==> src/rtl/int_divide_pipe_pkg.sv <==
// Shared types and constants for the pipe-2 integer divide unit.
`timescale 1ns/1ps
package int_divide_pipe_pkg;

  localparam int unsigned XLEN         = 32;
  localparam int unsigned CNT_W        = $clog2(XLEN);
  localparam int unsigned IDIV_LATENCY = 33;

  typedef enum logic [1:0] {
    IDIV_DIV  = 2'd0,
    IDIV_DIVU = 2'd1,
    IDIV_REM  = 2'd2,
    IDIV_REMU = 2'd3
  } idiv_op_t;

  typedef struct packed {
    logic        valid;
    logic [5:0]  rob_idx;
    logic [6:0]  pdst;
    logic [31:0] pc;
  } micro_op_t;

  function automatic logic op_is_signed(idiv_op_t op);
    return (op == IDIV_DIV) || (op == IDIV_REM);
  endfunction

  function automatic logic op_is_rem(idiv_op_t op);
    return (op == IDIV_REM) || (op == IDIV_REMU);
  endfunction

endpackage

==> src/rtl/int_divide_pipe_if.sv <==
// Issue-side request and writeback-side result bundle for the divide unit.
`timescale 1ns/1ps
interface int_divide_pipe_if;
  import int_divide_pipe_pkg::*;

  logic            in_valid;
  idiv_op_t        in_op;
  logic [XLEN-1:0] in_rs1;
  logic [XLEN-1:0] in_rs2;
  micro_op_t       in_uop;
  logic            busy;
  logic            out_valid;
  logic [XLEN-1:0] out_data;
  micro_op_t       out_uop;

  modport master (
    output in_valid, in_op, in_rs1, in_rs2, in_uop,
    input  busy, out_valid, out_data, out_uop
  );

  modport slave (
    input  in_valid, in_op, in_rs1, in_rs2, in_uop,
    output busy, out_valid, out_data, out_uop
  );

endinterface

==> src/rtl/int_divide_step.sv <==
// One radix-2 restoring iteration on magnitudes: shift {rem, quo} left, subtract if it fits.
`timescale 1ns/1ps
module int_divide_step
  import int_divide_pipe_pkg::*;
(
  input  logic [XLEN-1:0] rem,
  input  logic [XLEN-1:0] quo,
  input  logic [XLEN-1:0] divisor,
  output logic [XLEN-1:0] rem_next,
  output logic [XLEN-1:0] quo_next
);

  logic [XLEN:0] rem_sh;
  logic [XLEN:0] trial;

  assign rem_sh = {rem, quo[XLEN-1]};
  assign trial  = rem_sh - {1'b0, divisor};

  // rem_sh < 2*divisor always holds, so the top bit of trial is its sign
  always_comb begin
    rem_next = rem_sh[XLEN-1:0];
    quo_next = {quo[XLEN-2:0], 1'b0};
    if (!trial[XLEN]) begin
      rem_next = trial[XLEN-1:0];
      quo_next = {quo[XLEN-2:0], 1'b1};
    end
  end

endmodule

==> src/rtl/int_divide_pipe.sv <==
// Multi-cycle DIV/DIVU/REM/REMU unit for pipe 2; holds busy while an op is in flight.
`timescale 1ns/1ps
module int_divide_pipe
  import int_divide_pipe_pkg::*;
(
  input  logic              clock,
  input  logic              reset,
  int_divide_pipe_if.slave  io
);

  typedef enum logic [1:0] {
    IDLE   = 2'd0,
    DIVIDE = 2'd1,
    DONE   = 2'd2
  } state_t;

  state_t           state;
  idiv_op_t         op_q;
  logic             q_neg;
  logic             r_neg;
  logic [XLEN-1:0]  rem_q;
  logic [XLEN-1:0]  quo_q;
  logic [XLEN-1:0]  div_q;
  logic [CNT_W-1:0] cnt_q;

  logic             in_signed;
  logic             rs1_neg;
  logic             rs2_neg;
  logic [XLEN-1:0]  abs_rs1;
  logic [XLEN-1:0]  abs_rs2;
  logic             div_zero;
  logic             overflow;
  logic             accept;
  logic [XLEN-1:0]  special_data;
  logic [XLEN-1:0]  step_rem;
  logic [XLEN-1:0]  step_quo;
  logic [XLEN-1:0]  final_data;

  // Operand decode at accept: magnitudes, signs and the two no-iteration cases
  always_comb begin
    in_signed = op_is_signed(io.in_op);
    rs1_neg   = in_signed & io.in_rs1[XLEN-1];
    rs2_neg   = in_signed & io.in_rs2[XLEN-1];
    abs_rs1   = rs1_neg ? (~io.in_rs1 + XLEN'(1)) : io.in_rs1;
    abs_rs2   = rs2_neg ? (~io.in_rs2 + XLEN'(1)) : io.in_rs2;
    div_zero  = (io.in_rs2 == '0);
    overflow  = in_signed && (io.in_rs1 == {1'b1, {(XLEN-1){1'b0}}}) && (io.in_rs2 == '1);
    accept    = (state == IDLE) && io.in_valid && io.in_uop.valid;
    // Overflow quotient equals rs1 itself; divide-by-zero remainder is rs1 too
    if (op_is_rem(io.in_op)) special_data = div_zero ? io.in_rs1 : '0;
    else                     special_data = div_zero ? '1 : io.in_rs1;
  end

  int_divide_step u_step (
    .rem      (rem_q),
    .quo      (quo_q),
    .divisor  (div_q),
    .rem_next (step_rem),
    .quo_next (step_quo)
  );

  // Sign fixup applied on the last iteration's outputs
  always_comb begin
    if (op_is_rem(op_q)) final_data = r_neg ? (~step_rem + XLEN'(1)) : step_rem;
    else                 final_data = q_neg ? (~step_quo + XLEN'(1)) : step_quo;
  end

  always_ff @(posedge clock) begin
    if (reset) begin
      state        <= IDLE;
      op_q         <= IDIV_DIV;
      q_neg        <= 1'b0;
      r_neg        <= 1'b0;
      rem_q        <= '0;
      quo_q        <= '0;
      div_q        <= '0;
      cnt_q        <= '0;
      io.busy      <= 1'b0;
      io.out_valid <= 1'b0;
      io.out_data  <= '0;
      io.out_uop   <= '0;
    end else begin
      io.out_valid <= 1'b0;
      case (state)
        IDLE: begin
          if (accept) begin
            op_q       <= io.in_op;
            io.out_uop <= io.in_uop;
            io.busy    <= 1'b1;
            if (div_zero || overflow) begin
              state        <= DONE;
              io.out_valid <= 1'b1;
              io.out_data  <= special_data;
            end else begin
              state <= DIVIDE;
              cnt_q <= '0;
              rem_q <= '0;
              quo_q <= abs_rs1;
              div_q <= abs_rs2;
              q_neg <= rs1_neg ^ rs2_neg;
              r_neg <= rs1_neg;
            end
          end
        end
        DIVIDE: begin
          rem_q <= step_rem;
          quo_q <= step_quo;
          cnt_q <= cnt_q + CNT_W'(1);
          if (cnt_q == CNT_W'(XLEN-1)) begin
            state        <= DONE;
            io.out_valid <= 1'b1;
            io.out_data  <= final_data;
          end
        end
        DONE: begin
          state   <= IDLE;
          io.busy <= 1'b0;
        end
        default: begin
          state   <= IDLE;
          io.busy <= 1'b0;
        end
      endcase
    end
  end

endmodule

==> src/flat_wrapper.sv <==
// flat-port wrapper written by rule: the top's interface ports become plain ports
module int_divide_pipe_flat import int_divide_pipe_pkg::*;
  (clock, reset, io_in_valid, io_in_op, io_in_rs1, io_in_rs2, io_in_uop, io_busy, io_out_valid, io_out_data, io_out_uop);
  int_divide_pipe_if io_i ();
  input  logic clock;
  input  logic reset;
  input wire logic [$bits(io_i.in_valid)-1:0] io_in_valid;
  input wire logic [$bits(io_i.in_op)-1:0] io_in_op;
  input wire logic [$bits(io_i.in_rs1)-1:0] io_in_rs1;
  input wire logic [$bits(io_i.in_rs2)-1:0] io_in_rs2;
  input wire logic [$bits(io_i.in_uop)-1:0] io_in_uop;
  output wire logic [$bits(io_i.busy)-1:0] io_busy;
  output wire logic [$bits(io_i.out_valid)-1:0] io_out_valid;
  output wire logic [$bits(io_i.out_data)-1:0] io_out_data;
  output wire logic [$bits(io_i.out_uop)-1:0] io_out_uop;
  assign io_i.in_valid = io_in_valid;
  assign io_i.in_op = io_in_op;
  assign io_i.in_rs1 = io_in_rs1;
  assign io_i.in_rs2 = io_in_rs2;
  assign io_i.in_uop = io_in_uop;
  assign io_busy = io_i.busy;
  assign io_out_valid = io_i.out_valid;
  assign io_out_data = io_i.out_data;
  assign io_out_uop = io_i.out_uop;
  int_divide_pipe u_core (.clock(clock), .reset(reset), .io(io_i));
endmodule
==> config.mk <==
export PLATFORM = sky130hd
export DESIGN_NAME = int_divide_pipe_flat
export DESIGN_NICKNAME = d
export VERILOG_FILES = /design/src/rtl/int_divide_pipe_pkg.sv /design/src/rtl/int_divide_pipe_if.sv /design/src/rtl/int_divide_step.sv /design/src/rtl/int_divide_pipe.sv /design/src/flat_wrapper.sv
export SDC_FILE = /design/constraint.sdc
export NUM_CORES = 1
export LEC_CHECK = 0
export CAP_MARGIN = 20
export CORE_MARGIN = 2
export CORE_UTILIZATION = 45
export CTS_BUF_LIST = sky130_fd_sc_hd__clkbuf_2 sky130_fd_sc_hd__clkbuf_4 sky130_fd_sc_hd__clkbuf_8
export DETAILED_ROUTE_END_ITERATION = 7
export PLACE_DENSITY = 0.68
export SLEW_MARGIN = 15
export SYNTH_ARGS = -nofsm -noshare
export SYNTH_HDL_FRONTEND = slang
export SYNTH_HIERARCHICAL = 1
export SYNTH_SLANG_ARGS = --single-unit
==> constraint.sdc <==
create_clock -name clock -period 12.8 [get_ports clock]
set_input_delay 2.56 -clock clock [delete_from_list [all_inputs] [get_ports clock]]
set_output_delay 2.56 -clock clock [all_outputs]
set_load 0.01 [all_outputs]
==> results of run 1 <==
==> flip-flops by register name, indices dropped and copies added (netlist names) <==
signal,cells
u_core/cnt_q,5
u_core/div_q,32
u_core/io.busy,1
u_core/io.out_data,32
u_core/io.out_uop,46
u_core/io.out_valid,1
u_core/op_q,1
u_core/q_neg,1
u_core/quo_q,32
u_core/r_neg,1
u_core/rem_q,32
u_core/state,2
==> metal layers <==
| layer | track usage [%] | wire length (um) | vias to the layer above |
|---|---|---|---|
| li1 | - | - | 6050 |
| met1 | 36.9 | 18200 | 6034 |
| met2 | 43.5 | 19100 | 628 |
| met3 | 6.46 | 4000 | 79 |
| met4 | 9.11 | 1160 | 0 |
| met5 | 0 | 0 | - |
==> synthesized netlist by cell type, types with 18 or more instances <==
library cell  count
nand2_1         213
a21oi_1         157
buf_4            35
or3_1            18
dfxtp_1         186
o21ai_0          71
a21o_1           18
nor4_1           19
ha_1             39
xor2_1           66
inv_1            51
o41ai_1          23
a31oi_1          24
clkbuf_1         82
maj3_1           18
nor2_1          106
or4_1            21
a211oi_1         42
xnor2_1          77
nor3_1           26
o211ai_1         37
a22o_1           35
o31ai_1          24
nand3_1          20
mux2_4           19
==> worst max-delay path by stage <==
stage | slack [ps] | start | endpoint
CTS | 6790 | u_core/quo_q[31]$_SDFFE_PP0P_ | u_core/io.out_data[28]$_SDFFE_PP0P_
detailed placement | 6740 | io_in_op[0] | u_core/io.out_data[18]$_SDFFE_PP0P_
global placement | 6560 | io_in_rs1[13] | u_core/quo_q[30]$_SDFFE_PP0P_
global route | 6370 | u_core/quo_q[31]$_SDFFE_PP0P_ | u_core/io.out_data[28]$_SDFFE_PP0P_
floorplan | 7310 | u_core/quo_q[31]$_SDFFE_PP0P_ | u_core/io.out_data[26]$_SDFFE_PP0P_
finish | 6780 | u_core/div_q[0]$_SDFFE_PP0P_ | u_core/io.out_data[28]$_SDFFE_PP0P_
==> logic make-up after synthesis <==
group / after synthesis / share of synthesized area [%]
AND/OR/NAND/NOR: 512 / 19.2
AO/OA/AOI/OAI: 500 / 25.8
buffers and inverters: 192 / 7.42
flip-flops: 186 / 29.0
XOR/XNOR: 143 / 9.74
adder cells (fa/ha/maj): 58 / 5.35
multiplexers: 34 / 3.54
==> power groups by stage <==
stage	clock, mW	sequential (mW)	combinational, mW
after floorplan	0	0.644	0.950
after global placement	0	0.658	1.18
after detailed placement	0	0.659	1.18
after CTS	0.430	0.646	1.20
after global routing	0.454	0.651	1.33
final	0.421	0.647	1.22
==> tightest hold or removal path, stage by stage, from the launching register on <==
cell and delay (ps):
dfxtp_1 320, nand2_1 50, a21oi_1 50
==> cell type report <==
class / instances / area, um^2
Inverter: 52 / 203
Multi-Input combinational cell: 1247 / 8210
Fill cell: 2719 / 12800
Clock buffer: 17 / 234
Timing Repair Buffer: 216 / 2140
Sequential cell: 186 / 3720
Tap cell: 378 / 473
Clock inverter: 15 / 178
==> summary.txt, run 1 <==
Clock network
  – CTS buffer count: 17
  – H-tree depth: 4
  – Post_cts resized: 0
  – CTS tree: built
  – Worst-Skew Late Latency: approximately 490 ps
  – Hold buffer count at cts: 0
  – Clock Path Buffers: 2
  – Root Buffer: clkbuf_8
  – Clock transition at path regs: 110 ps
  – Post-CTS Setup Repair Bufs: 0
  – Clk sinks: around 190

Yosys
  – Post-synthesis register bit count: 186
  – Number of enable flip-flop cells after synthesis: 0
  – Synth top area share: a little under 30%
  – Top cells by area, synth: dfxtp_1 29%, nand2_1 6.2%, a21oi_1 6.1%
  – Synth Instances: about 1600
  – Synth Net Count: approximately 1800
  – Primary FF master, synth: dfxtp_1
  – Cell Area, Synth: approximately 13000 um^2
  – Sequential area share after synthesis: roughly 29%
  – Async SR Flop Fraction: 0%
  – Syn. warnings: 6
  – Yosys cell types: between 90 and 100
  – Synth Area per Inst: about 7.9 um^2
  – Area leader, netlist: dfxtp_1

Floorplanning
  – Die H: about 170 um
  – Core area: ~28000 um^2
  – Die W: 173 um
  – Die area: around 30000 um^2
  – Row cnt: a little over 60
  – Initial Util: 46.0%
  – I/O pin cnt: roughly 200

Critical path
  – Reg-to-Reg Start: u_core/div_q[0]$_SDFFE_PP0P_
  – Data arrival, critical path: roughly 6400 ps
  – Crit Path Category: reg2reg
  – Crit path buf inv count: 2
  – Worst setup EP type: register
  – CP top delay family: simple AND/OR/NAND/NOR gates
  – R2R Path End: u_core/io.out_data[28]$_SDFFE_PP0P_
  – CP Cell Sequence: ha_1, fa_1, and2b_1, o2111ai_2, a21oi_2, o2111ai_1, a211oi_2, nor2_4, mux2i_4, and2_4, inv_8, mux2_2, or4b_2, or3_1, o41ai_2, xor2_1, nor2_1, a2111oi_0, buf_4, a21oi_1
  – Startpoint types: register
  – CP Max Fanout: 28
  – Levels on crit path: 20
  – CP max-delay cell: or4b_2
  – R2R cell count: 20
  – CP max stage delay: around 760 ps
  – WP data required: roughly 13000 ps
  – Internal reg-to-reg setup slack: slightly below 7000 ps

Layout
  – Antenna cells: 0
  – Commonest non-fill, non-tap cell in the layout: nand2_1
  – Commonest non-fill, non-tap cells in the layout: 213 x nand2_1, 193 x clkdlybuf4s50_1, 186 x dfxtp_1, 157 x a21oi_1, 103 x nor2_1
  – Post-Layout Cell Count: 2111
  – Design area: between 15000 and 20000 um^2
  – Area grow syn2layout: 17.9%
  – Final Util: between 50% and 60%
  – Layout cells sized above 1: about 7%
  – Final nets: between 1500 and 2000

Drt
  – DRC violations left: 0
  – Initial DRC count: between 1000 and 1500
  – Routed Antenna Nets: 0
  – Avg WL per Cell: between 20 and 25 um
  – DRT Pass-1 Iters: 6
  – Total Wirelength: between 40 and 50 mm
  – Vias per cell: between 6 and 7
  – Via count: 12791

Power
  – Psw: 1.02 mW
  – Comb power frac: around 53%
  – Leak: 5.58 nW
  – Clock share of power: about 18%
  – Maximum VDD drop: 0.128 mV
  – P_int: ~1.3 mW
  – Switch share: 44.5%
  – Pwr Density: 151 nW/um^2
  – Sequential power share: around 28%
  – Power, Total: roughly 2.3 mW

Timing
  – Worst hold slack: between 400 and 500 ps
  – Fmax achieved: between 150 and 200 MHz
  – Relative slew slack: 29.7%
  – Final Cycle Share: 47.1%
  – RSZ-0062 raised after global routing: no
  – Setup TNS: 0 ps
  – Fin crit period: between 6000 and 7000 ps
  – Slew @ Worst Pin: 1050 ps
  – Setup Skew: between 20 and 30 ps
  – Final worst slack: around 6800 ps
  – Max-slew violation count: 0
  – Final setup fails: 0
  – Final hold vios: 0

Place
  – Port buffer count: ~190
  – Pre-CTS setup slack: between 6000 and 7000 ps
  – Post-placement cell area: about 15000 um^2
  – DP HPWL: 31.3 mm
  – Placed Cells: approximately 2100
  – Gpl congestion: about 0.92

Hold path
  – Hold path depth: 2
  – Endpoint, Worst Hold: u_core/io.out_uop[39]$_SDFFE_PP0P_
  – HP Class: reg2reg
  – HP Start: u_core/io.out_uop[39]$_SDFFE_PP0P_

Global route
  – Total grt overflow: 0
  – First-pass GRT wire length: between 60 and 70 mm
  – Vias in the first global route: 12084
  – Largest net degree at the start of global routing: between 100 and 150
  – Initial antenna violation count: 0
  – GRT Overall Usage: 27.5%

Outcome
  – Outcome: completed

Job
  – Max_cap viols: 0
(Power assumes the default switching activity.)
==> run 2: changes to the inputs <==
--- a/config.mk
+++ b/config.mk
@@ -10,7 +10,7 @@
 export CORE_UTILIZATION = 45
 export CTS_BUF_LIST = sky130_fd_sc_hd__clkbuf_2 sky130_fd_sc_hd__clkbuf_4 sky130_fd_sc_hd__clkbuf_8
 export DETAILED_ROUTE_END_ITERATION = 7
-export PLACE_DENSITY = 0.68
+export PLACE_DENSITY = 0.71
 export SLEW_MARGIN = 15
 export SYNTH_ARGS = -nofsm -noshare
 export SYNTH_HDL_FRONTEND = slang
==> constraint.sdc (replaced) <==
create_clock -name clock -period 4.98 [get_ports clock]
set_input_delay 0.996 -clock clock [delete_from_list [all_inputs] [get_ports clock]]
set_output_delay 0.996 -clock clock [all_outputs]
set_load 0.01 [all_outputs]
==> run 2 against run 1 <==
  * The run now ends with negative setup slack left
  * Maximum frequency grew 18%
  * Clock power grew to 2.5 times the previous value
  * Sequential cell count did not move
  * Core utilization increased by 3.9 points
  * Critical endpoint is now u_core/io.out_data[17]$_SDFFE_PP0P_
  * Largest cell class unchanged
  * Largest power group unchanged
  * Highest routed layer unchanged
==> summary.txt, run 2 (synthesis gave the netlist of run 1 again) <==
Floorplanning
  – Die H: 173 um
  – Die W: about 170 um
  – I/O pin cnt: around 200
  – Die area: 29900 um^2
  – Core area: between 20000 and 30000 um^2
  – Initial Util: around 46%
  – Row cnt: between 60 and 70

Place
  – Placed Cells: 2154
  – Port buffer count: approximately 190
  – Pre-CTS setup slack: -158 ps
  – DP HPWL: approximately 32 mm
  – Gpl congestion: 0.941

Global route
  – Total grt overflow: 0
  – GRT Overall Usage: ~28%
  – Largest net degree at the start of global routing: 69
  – Vias in the first global route: about 12000
  – First-pass GRT wire length: between 60 and 70 mm
  – Initial antenna violation count: 0

Critical path
  – CP max stage delay: ~560 ps
  – Data arrival, critical path: roughly 5500 ps
  – CP Max Fanout: 6
  – WP data required: between 5000 and 6000 ps
  – Worst setup EP type: register
  – CP Cell Sequence: inv_2, ha_4, fa_2, and2b_1, o2111ai_2, a21oi_2, o2111ai_2, a211oi_2, nor2_4, mux2i_4, and2_4, inv_8, buf_6, mux2_4, or4_4, or4_4, buf_6, o21ai_2, xnor2_1, o22ai_1, or4_1, a21oi_1
  – CP max-delay cell: or4_4
  – Crit Path Category: reg2reg
  – Startpoint types: register

Drt
  – DRT Pass-1 Iters: 7
  – Total Wirelength: about 43 mm
  – DRC violations left: 0
  – Routed Antenna Nets: 0
  – Via count: ~13000
  – Initial DRC count: ~1100
  – Avg WL per Cell: approximately 19 um
  – Vias per cell: between 5 and 6

Timing
  – Final setup fails: 5
  – Fmax achieved: 197 MHz
  – Final worst slack: -106 ps
  – Setup Skew: 24.8 ps
  – Max-slew violation count: 0
  – Slew @ Worst Pin: about 1100 ps
  – Final Cycle Share: 102%
  – Fin crit period: approximately 5100 ps
  – Setup TNS: -309 ps
  – RSZ-0062 raised after global routing: yes
  – Final hold vios: 0
  – Worst hold slack: ~460 ps
  – Relative slew slack: between 20% and 30%

Clock network
  – Hold buffer count at cts: 0
  – Root Buffer: clkbuf_8
  – CTS buffer count: 17
  – Worst-Skew Late Latency: around 480 ps
  – Clock transition at path regs: 100 ps
  – CTS tree: built
  – Clk sinks: between 150 and 200
  – H-tree depth: 4
  – Clock Path Buffers: 2

Power
  – Leak: 6.09 nW
  – Pwr Density: 460 nW/um^2
  – Maximum VDD drop: between 0.5 and 0.6 mV

Layout
  – Max reg flops: 46
  – Final Util: between 50% and 60%
  – Final nets: between 1500 and 2000
  – Area of the multi-input gates: 8580 um^2
  – Antenna cells: 0
  – Layout cells sized above 1: 14.3%
  – Commonest non-fill, non-tap cells in the layout: 211 x nand2_1, 193 x clkdlybuf4s50_1, 183 x dfxtp_1, 156 x a21oi_1, 105 x buf_4
  – Area grow syn2layout: 26.4%
  – Register area: 3730 um^2
  – Post-Layout Cell Count: roughly 2200
  – Biggest register: u_core/io.out_uop
  – Fillers: 2633
  – Commonest non-fill, non-tap cell in the layout: nand2_1

Outcome
  – Outcome: finished with violations
  – Failing checks: negative setup slack

Job
  – Max_cap viols: 0

Hold path
  – HP Class: reg2reg
run 2: worst max-delay path: cells and delay by family (launching register included):
kind | cells | cell delay [ps]
AOI/OAI and AO/OA | 7 | 1100
muxes | 2 | 500
and+or+nand+nor | 6 | 2040
adders and majority gates | 2 | 480
DFF | 1 | 340
xor gates and xnor gates | 1 | 160
buffers and inverters | 4 | 390
run 2: per-stage QoR:
step	total power [mW]	instance area [um^2]
6_report	7.48	16300
5_1_grt	7.87	16300
4_1_cts	7.08	16100
3_5_place_dp	5.55	15400
3_3_place_gp	5.50	15400
2_1_floorplan	4.30	12900
run 2: repair_timing:
action | CTS | global route
pin swaps | 39 | 38
gates cloned | 1 | 0
gates resized for setup | 41 | 28
setup endpoints to repair | 15 | 22
endpoints found under the hold margin | 0 | 0
buffers inserted | 11 | 6
run 2: report_power, final:
| part | internal, mW | total [mW] | switching (mW) |
|---|---|---|---|
| logic | 2.25 | 4.75 | 2.50 |
| registers | 1.57 | 1.67 | 0.0928 |
| clock network | 0.434 | 1.07 | 0.632 |
run 2: routing by layer:
| layer | up-vias | routed length (um) | part of all wire [%] | track usage [%] |
|---|---|---|---|---|
| li1 | 6241 | - | - | - |
| met1 | 6214 | 18500 | 43 | 35.7 |
| met2 | 545 | 19500 | 46 | 44.7 |
| met3 | 99 | 3420 | 8.0 | 6.33 |
| met4 | 0 | 1400 | 3.3 | 10.4 |
| met5 | - | 0 | 0 | 0 |
run 2: final timing paths:
check / to / startpoint / slack [ps] / depth (start not counted)
setup / recovery: u_core/io.out_data[17]$_SDFFE_PP0P_ / u_core/quo_q[31]$_SDFFE_PP0P_ / -110 / 22
hold reg to reg: u_core/io.out_uop[28]$_SDFFE_PP0P_ / u_core/io.out_uop[28]$_SDFFE_PP0P_ / 460 / 2
hold / removal: u_core/io.out_uop[28]$_SDFFE_PP0P_ / u_core/io.out_uop[28]$_SDFFE_PP0P_ / 460 / 2
setup reg to reg: u_core/io.out_data[17]$_SDFFE_PP0P_ / u_core/quo_q[31]$_SDFFE_PP0P_ / -110 / 22
run 2: layout make-up:
class                   count  area share, %
clock buffers              18           1.52
repair buffers            308           17.7
multi-input cells        1247           52.8
well taps                 378           2.91
clock inverters            14          0.931
flip-flops and latches    186           22.9
inverters                  52           1.25
